<file path="config.mk">
export PLATFORM = sky130hd
export DESIGN_NAME = weighted_rr_arbiter
export DESIGN_NICKNAME = d
export VERILOG_FILES = /design/src/rtl/arb_pkg.sv /design/src/rtl/priority_encoder.sv /design/src/rtl/weighted_rr_arbiter.sv
export SDC_FILE = /design/constraint.sdc
export NUM_CORES = 1
export LEC_CHECK = 0
export CORE_ASPECT_RATIO = 0.8
export CORE_UTILIZATION = 43
export CTS_CLUSTER_SIZE = 30
export DETAILED_ROUTE_END_ITERATION = 6
export PLACE_DENSITY = 0.89
export SLEW_MARGIN = 20
export SYNTH_ARGS = -nofsm -noshare
export SYNTH_HDL_FRONTEND = slang
export SYNTH_SLANG_ARGS = --single-unit
</file>
<file path="constraint.sdc">
create_clock -name clk -period 2.3 [get_ports clk]
set_input_delay 0.23 -clock clk [delete_from_list [all_inputs] [get_ports clk]]
set_output_delay 0.23 -clock clk [all_outputs]
set_load 0.05 [all_outputs]
</file>
<file path="src/rtl/arb_pkg.sv">
// Shared definitions for the weighted round-robin arbiter: FSM state encoding
// and the credit-reload helper.
package arb_pkg;

  typedef enum logic {
    ARB_IDLE  = 1'b0,
    ARB_GRANT = 1'b1
  } arb_state_t;

  // A zero weight still buys one transfer so a requester can never starve itself.
  function automatic logic [31:0] credit_reload(input logic [31:0] w);
    return (w == 32'd0) ? 32'd1 : w;
  endfunction

endpackage

</file>
<file path="src/rtl/priority_encoder.sv">
// Fixed-priority encoder: reports whether any request is set and the index of
// the winning bit (lowest index wins when LSB_HIGH is nonzero, else highest).
module priority_encoder #(
  parameter int WIDTH    = 4,
  parameter int LSB_HIGH = 1,
  parameter int IDX_W    = $clog2(WIDTH)
) (
  input  logic [WIDTH-1:0] req,
  output logic             valid,
  output logic [IDX_W-1:0] index
);

  always_comb begin
    valid = |req;
    index = '0;
    if (LSB_HIGH != 0) begin
      for (int i = WIDTH - 1; i >= 0; i--) begin
        if (req[i]) index = IDX_W'(i);
      end
    end else begin
      for (int i = 0; i < WIDTH; i++) begin
        if (req[i]) index = IDX_W'(i);
      end
    end
  end

endmodule

</file>
<file path="src/rtl/weighted_rr_arbiter.sv">
// Weighted round-robin arbiter with per-port burst credits.
// Optional forced release on ack starvation when WRR_GRANT_TIMEOUT_EN is defined.
//
// state     | meaning
// ARB_IDLE  | no grant outstanding
// ARB_GRANT | one port holds the grant and spends credits on its acks
module weighted_rr_arbiter
  import arb_pkg::*;
#(
  parameter int PORTS                 = 4,
  parameter int WEIGHT_W              = 4,
  parameter int ARB_LSB_HIGH_PRIORITY = 0,
  parameter int TIMEOUT               = 255
) (
  input  logic                        clk,
  input  logic                        rst_n,
  input  logic [PORTS-1:0]            request,
  input  logic [PORTS-1:0]            acknowledge,
  input  logic [PORTS*WEIGHT_W-1:0]   weight,
  output logic [PORTS-1:0]            grant,
  output logic                        grant_valid,
  output logic [$clog2(PORTS)-1:0]    grant_encoded,
  output logic [WEIGHT_W-1:0]         credit,
  output logic                        timeout
);

  localparam int IDX_W = $clog2(PORTS);

  if (PORTS < 2 || PORTS > 32) begin : g_bad_ports
    $error("weighted_rr_arbiter: PORTS must be 2..32");
  end
  if (TIMEOUT < 1 || TIMEOUT > 255) begin : g_bad_timeout
    $error("weighted_rr_arbiter: TIMEOUT must be 1..255");
  end

  arb_state_t         state, state_nxt;
  logic [PORTS-1:0]   mask, mask_nxt;
  logic [PORTS-1:0]   grant_nxt;
  logic [IDX_W-1:0]   enc_nxt;
  logic [WEIGHT_W-1:0] credit_nxt;

  logic               any_req, m_valid, ack_k, req_k, release_now, load, to_expired;
  logic [IDX_W-1:0]   u_idx, m_idx, pick;

  priority_encoder #(
    .WIDTH   (PORTS),
    .LSB_HIGH(ARB_LSB_HIGH_PRIORITY),
    .IDX_W   (IDX_W)
  ) u_pe_unmasked (
    .req  (request),
    .valid(any_req),
    .index(u_idx)
  );

  priority_encoder #(
    .WIDTH   (PORTS),
    .LSB_HIGH(ARB_LSB_HIGH_PRIORITY),
    .IDX_W   (IDX_W)
  ) u_pe_masked (
    .req  (request & mask),
    .valid(m_valid),
    .index(m_idx)
  );

  // Ports that follow k in round-robin order.
  function automatic logic [PORTS-1:0] rr_mask(input logic [IDX_W-1:0] k);
    logic [PORTS-1:0] m;
    m = '0;
    for (int i = 0; i < PORTS; i++) begin
      m[i] = (ARB_LSB_HIGH_PRIORITY != 0) ? (IDX_W'(i) > k) : (IDX_W'(i) < k);
    end
    return m;
  endfunction

  assign pick        = m_valid ? m_idx : u_idx;
  assign ack_k       = acknowledge[grant_encoded];
  assign req_k       = request[grant_encoded];
  assign release_now = (ack_k && credit == WEIGHT_W'(1)) || !req_k || to_expired;
  assign grant_valid = |grant;

  always_comb begin
    state_nxt  = state;
    grant_nxt  = grant;
    enc_nxt    = grant_encoded;
    credit_nxt = credit;
    mask_nxt   = mask;
    load       = 1'b0;
    case (state)
      ARB_IDLE: begin
        if (any_req) load = 1'b1;
      end
      ARB_GRANT: begin
        if (release_now) begin
          if (any_req) begin
            load = 1'b1;
          end else begin
            state_nxt  = ARB_IDLE;
            grant_nxt  = '0;
            enc_nxt    = '0;
            credit_nxt = '0;
          end
        end else if (ack_k) begin
          credit_nxt = credit - WEIGHT_W'(1);
        end
      end
    endcase
    if (load) begin
      state_nxt       = ARB_GRANT;
      grant_nxt       = '0;
      grant_nxt[pick] = 1'b1;
      enc_nxt         = pick;
      credit_nxt      = WEIGHT_W'(credit_reload(32'(weight[pick*WEIGHT_W +: WEIGHT_W])));
      mask_nxt        = rr_mask(pick);
    end
  end

  always_ff @(posedge clk or negedge rst_n) begin
    if (!rst_n) begin
      state         <= ARB_IDLE;
      grant         <= '0;
      grant_encoded <= '0;
      credit        <= '0;
      mask          <= '0;
    end else begin
      state         <= state_nxt;
      grant         <= grant_nxt;
      grant_encoded <= enc_nxt;
      credit        <= credit_nxt;
      mask          <= mask_nxt;
    end
  end

`ifdef WRR_GRANT_TIMEOUT_EN
  logic [7:0] to_cnt, to_cnt_nxt;
  logic       timeout_q;

  // Counter reaching TIMEOUT raises the pulse; the release follows in that same cycle.
  assign to_expired = (state == ARB_GRANT) && (to_cnt == 8'(TIMEOUT));

  always_comb begin
    to_cnt_nxt = '0;
    if (state == ARB_GRANT && !release_now && !ack_k) to_cnt_nxt = to_cnt + 8'd1;
  end

  always_ff @(posedge clk or negedge rst_n) begin
    if (!rst_n) begin
      to_cnt    <= '0;
      timeout_q <= 1'b0;
    end else begin
      to_cnt    <= to_cnt_nxt;
      timeout_q <= (to_cnt_nxt == 8'(TIMEOUT));
    end
  end

  assign timeout = timeout_q;
`else
  assign to_expired = 1'b0;
  assign timeout    = 1'b0;
`endif

endmodule
</file>
Word-level counts from Yosys, hierarchy flattened
Index checks and enable logic that the tools add are counted.
{ "word_totals": {"ff_bits": 15, "elab_cells": 64, "latch_bits": 0, "mem_bits_ro": 0, "mem_bits_rw": 0, "output_inout_bits": 12, "memories": 0} }
{ "op_classes": {"reduce_logical": 13, "magnitude_cmp": 7, "div_mod_pow": 0, "muxes": 32, "multipliers": 0, "n_bitwise": 2, "n_eq_ne": 3, "shifts": 1, "add_sub_neg": 1} }
{ "op_table": {"columns": ["op", "n"], "rows": [
  ["$mux W4", 9],
  ["$mux W2", 9],
  ["$shiftx A16 B5 Y4", 1],
  ["$reduce_or A4 Y1", 3],
  ["$mux W1", 10],
  ["$lt A2 B3 Y1 const B", 2],
  ["$reduce_and A3 Y1", 2],
  ["$and A4 B4 Y4", 1],
  ["$bmux W1 S2", 2],
  ["$eq A4 B1 Y1 const B", 1],
  ["$logic_not A4 Y1", 1],
  ["$lt A1 B2 Y1 const A", 2],
  ["$lt A2 B2 Y1 const A", 2],
  ["$reduce_bool A2 Y1", 2],
  ["$sub A4 B1 Y4 const B", 1],
  ["$ne A3 B2 Y1 const B", 1],
  ["$reduce_bool A3 Y1", 1],
  ["$demux W1 S2", 1],
  ["$ge A2 B1 Y1 const B", 1],
  ["$logic_and A1 B1 Y1", 2],
  ["$ne A2 B1 Y1 const B", 1],
  ["$pmux W1 S2", 1],
  ["$logic_not A1 Y1", 1],
  ["$logic_or A1 B1 Y1", 1],
  ["$not A1 Y1", 1]
]} }

Logic depth before layout (Yosys ltp)
{ "logic_depth": {"word_depth": 10, "mapped_depth": 8, "depth_no_buf": 8} }

Modules after synthesis
A second synthesis with hierarchy kept.
{ "hier_totals": {"cells_unflattened": 107, "area_unflattened_um2": 1081.0} }
{ "by_module_without_submodules": {"columns": ["module", "instances", "area_each_um2", "cells_each"], "rows": [
  ["weighted_rr_arbiter", 1, 1033.5, 99],
  ["priority_encoder", 2, 23.8, 4]
]} }

Least setup slack after synthesis
No wires, ideal clock.
{ "synth_path": {"path_kind": "reg2reg", "start": "reg grant_encoded[0]", "end": "reg credit[1]", "arrival_ns": 2.002, "n_path_buf": 0, "path_stages_with_launch": 7, "t_required_ns": 2.226, "setup_ns": 0.074, "slack_ns": 0.224, "period_less_slack_ns": 2.076, "cell_sequence": "dfrtp_1 -> mux4_2 -> nand2_2 -> a21o_4 -> nand2_4 -> o32a_1 -> o21ai_2"} }
{ "synth_between": {"elab_chain_cells": 8, "word_cells_on_any_way": 16, "cone_classes": "eq/ne (1); mux (9); reduce/logical (6)"} }
{ "synth_lines": {"columns": ["item", "line_no", "text"], "rows": [
  ["start, declared", "weighted_rr_arbiter.sv:22", "output logic [$clog2(PORTS)-1:0] grant_encoded,"],
  ["start signal, assigned", "weighted_rr_arbiter.sv:127", "grant_encoded <= enc_nxt;"],
  ["$bmux W1 S2 (on tied branches)", "weighted_rr_arbiter.sv:76, weighted_rr_arbiter.sv:77", null],
  ["$mux W1 (on tied branches)", "weighted_rr_arbiter.sv:76, weighted_rr_arbiter.sv:77", null],
  ["$logic_and A1 B1 Y1 or $logic_not A1 Y1 (tied branches)", "weighted_rr_arbiter.sv:78", "assign release_now = (ack_k && credit == WEIGHT_W'(1)) || !req_k || to_expired;"],
  ["$logic_or A1 B1 Y1", "weighted_rr_arbiter.sv:78", null],
  ["$mux W1", "weighted_rr_arbiter.sv:93", "if (release_now) begin"],
  ["$pmux W1 S2", "weighted_rr_arbiter.sv:88", "case (state)"],
  ["$ne A3 B2 Y1 (no line) (tied with other cells)", null, null],
  ["$reduce_and A3 Y1 (no line)", null, null],
  ["end signal, assigned", "weighted_rr_arbiter.sv:128", "credit <= credit_nxt;"],
  ["end, declared", "weighted_rr_arbiter.sv:23", "output logic [WEIGHT_W-1:0] credit,"]
]} }
Several ways; a longest one is shown, not always the timed one. The select of a mux whose other input is x is not followed.
A chain may end at the register's enable or synchronous reset.

Worst setup path in the final report
{ "layout_path": {"start": "reg grant[1]", "end": "out grant_valid"} }
{ "layout_between": {"elab_chain_cells": 1} }
{ "layout_lines": {"columns": ["item", "line_no", "text"], "rows": [
  ["start, declared", "weighted_rr_arbiter.sv:20", "output logic [PORTS-1:0] grant,"],
  ["start signal, assigned", "weighted_rr_arbiter.sv:126", "grant <= grant_nxt;"],
  ["$reduce_or A4 Y1", "weighted_rr_arbiter.sv:79", "assign grant_valid = |grant;"],
  ["end, declared", "weighted_rr_arbiter.sv:21", "output logic grant_valid,"]
]} }
Every way passes these cells.

==> results.py <==
metrics = {
    "sta": {
        "hold_slack_ns": 0.328,
        "setup_viol": 0,
        "fmax_mhz": 466,
        "fin_crit_ns": 2.15,
        "rsz0062_at_grt": "no",
        "hold_viol": 0,
        "fin_crit_sh": 0.933,
        "maxSlewHeadroom": 0.572,
        "fin_skew_ns": 0.00320,
        "slew_violations": 0,
        "tightestPinTransition_ns": 0.640,
        "finalSetupTns_ns": 0,
    },
    "drt": {
        "wirelength_mm": 2.74,
        "vias": 1053,
        "wire_per_inst_um": 15.1,
        "postRouteAntennaNets": 0,
        "drc": 0,
        "avgViaCountPerCell": 5.79,
        "drt_iter0_drc": 52,
        "first_pass_iters": 5,
    },
    "power": {
        "ir_drop_mv": 0.877,
        "combPwrFrac": 0.663,
        "internal_power_mw": 0.949,
        "power.leakage_nw": 0.614,
        "p_seq_frac": 0.244,
        "clock_power_share": 0.094,
        "power.total_mw": 1.96,
        "switching_share": 0.517,
        "p_switching_mw": 1.02,
        "power_density_nw_per_um2": 1340,
    },
    "grt": {
        "grt_max_degree": 15,
        "grt_pass1_wl_mm": 4.19,
        "antenna_found_initial": 0,
        "grt_overflow_total": 0,
        "grt_pass1_vias": 972,
        "grtUsageTotal": 0.215,
    },
    "floorplan": {
        "die_h_um": 45.5,
        "rows": 15,
        "die_w_um": 56.3,
        "initial_utilization": 0.463,
        "die_area_sq_um": 2560,
        "core-area_sq_um": 2200,
        "ios": 38,
    },
    "setup_path": {
        "crit_fanout": 3,
        "worstPathRequired_ns": 2.07,
        "worstRegToRegCells": 6,
        "critPathArrivalTime_ns": 1.92,
        "worstReg2RegStart": "grant_encoded[0]",
        "path_class": "flop to primary output",
        "crit_path_start_kind": "flop",
        "rr_endpoint": "grant[2]",
        "cp-end-kind": "primary output",
        "ff2ff_setup_slack_ns": 0.35,
    },
    "yosys": {
        "syn_nets": 142,
        "ys_top_cells_by_area": "dfrtp_1 34%, nand2_1 6.7%, mux4_2 4.4%",
        "yosysTopAreaCell": "dfrtp_1",
        "syn_area_per_cell_sq_um": 8.91,
        "ys_seq_area_frac": 0.345,
        "yosysUniqueCellTypes": 43,
        "synth_area_sq_um": 1020,
        "ys_seq_elements": 14,
        "synthCells": 114,
        "ys_warn_count": 0,
        "synth_top_cell_area_share": 0.345,
    },
    "placed_design": {
        "io_buffers": 36,
        "place_congestion": 0.993,
        "dp.cells": 178,
        "dpl.hpwl_mm": 2.27,
        "placed_area_sq_um": 1430,
    },
    "clock_tree": {
        "clkTransAtPathRegs_ns": 0.09,
        "cts_root_buf": "clkbuf_4",
        "cts_buffer_depth": 2,
        "htree_levels": 1,
        "post_cts_buffers": 0,
        "numClockSinks": 14,
        "holdBufCountCts": 0,
        "numCtsBuffers": 3,
        "cts_resized": 0,
        "clk_latency_ns": 0.29,
        "cts_tree": "yes",
    },
    "worst_hold_path": {
        "hold_class": "primary input to asynchronous set/reset pin",
    },
    "cells_and_area": {
        "final_cell_mix": "36 x clkdlybuf4s50_1, 18 x nand2_1, 14 x dfrtp_1",
        "area_delta_synth_final_pct": 44.0,
        "nFillCells": 171,
        "finalNetCount": 186,
        "diodes": 0,
        "drive_above_1_share": 0.153,
        "final_area_sq_um": 1460,
        "fin_cells": 182,
        "mostFrequentLayoutCell": "clkdlybuf4s50_1",
    },
    "job": {
        "maxCapViolCount": 0,
    },
    "status": {
        "status": "finished, final reports clean",
    },
}
-- cell type report --
type,instances,area [sq um],area share
inverter,5,18.8,0.0128
multi-input combinational,93,628,0.429
clock buffer,4,36.3,0.0248
sequential,14,350,0.240
tap,25,31.3,0.0214
timing repair buffer,41,398,0.272
-- power by group through the flow --
stage | combinational (mW) | sequential (mW) | clock, mW
after global routing | 1.39 | 0.497 | 0.196
after global placement | 1.26 | 0.474 | 0
final | 1.30 | 0.478 | 0.184
after floorplan | 0.648 | 0.733 | 0
after CTS | 1.30 | 0.478 | 0.185
after detailed placement | 1.30 | 0.480 | 0
-- stage by stage --
| step | util | worst slack, ns |
|---|---|---|
| after global placement | 0.650 | 0.139 |
| after global routing | 0.666 | 0.0962 |
| after floorplan | - | 0.224 |
| after detailed placement | 0.650 | 0.102 |
| after CTS | 0.666 | 0.154 |
| final | 0.666 | 0.154 |
-- critical path: stages (launching register included) --
cell and delay [ns]:
dfrtp_1 0.41, or4_1 0.51, clkdlybuf4s50_1 0.71
-- how the worst max path moves through the flow --
stage / start / end / slack, ns / cells past startpoint
3_5_place_dp: request[0] / credit[2] / 0.10 / 7
3_3_place_gp: request[0] / credit[2] / 0.14 / 7
2_1_floorplan: grant_encoded[0] / credit[1] / 0.22 / 6
5_1_grt: grant[1] / grant_valid / 0.1 / 2
6_report: grant[1] / grant_valid / 0.15 / 2
4_1_cts: grant[1] / grant_valid / 0.15 / 2
-- synth_stat cells --
master     instances
a21oi_1            4
o31ai_1            1
nand2_4            1
a22oi_2            1
nor4_1             1
mux2i_1            1
or2_1              1
mux4_2             2
nand2_2            2
o21ai_0            8
a211oi_4           1
a32o_2             1
o32a_1             1
nand2b_1           2
o21ai_2            3
nor3b_1            1
and2_1             1
buf_6              1
a21boi_0           1
o221a_1            1
inv_1              5
o32ai_1            1
or3_1              1
a211oi_2           1
o21ai_1            1
and3_1             4
a211oi_1           2
conb_1             1
nand3_1            7
ha_1               2
nor2b_1            1
buf_4              1
nand2_1           18
a31oi_1            2
or4_1              1
o21a_1             2
o2bb2ai_1          2
nor3_1             1
a21o_4             1
o211ai_2           1
nor2_1             9
a221oi_2           1
dfrtp_1           14
-- registers in the layout, summed over array words and instances (netlist names) --
| name | flops |
|---|---|
| credit | 4 |
| grant | 4 |
| mask | 3 |
| grant_encoded | 2 |
| state | 1 |
-- cells by family after synthesis --
| logic type | Yosys count | synth area share |
|---|---|---|
| AO/OA/AOI/OAI | 36 | 0.291 |
| flip-flops | 14 | 0.345 |
| adder cells (fa/ha/maj) | 2 | 0.0246 |
| multiplexers | 3 | 0.0542 |
| buffers and inverters | 7 | 0.0369 |
| other | 1 | 0.00369 |
| AND/OR/NAND/NOR | 51 | 0.245 |
-- per-layer routing --
metal / track usage / share of wire / vias to the layer above
li1: - / - / 503
met1: 0.265 / 0.42 / 487
met2: 0.398 / 0.49 / 57
met3: 0.0256 / 0.074 / 6
met4: 0.0829 / 0.014 / 0
met5: 0 / 0 / -
Power figures use the tool's default switching activity.
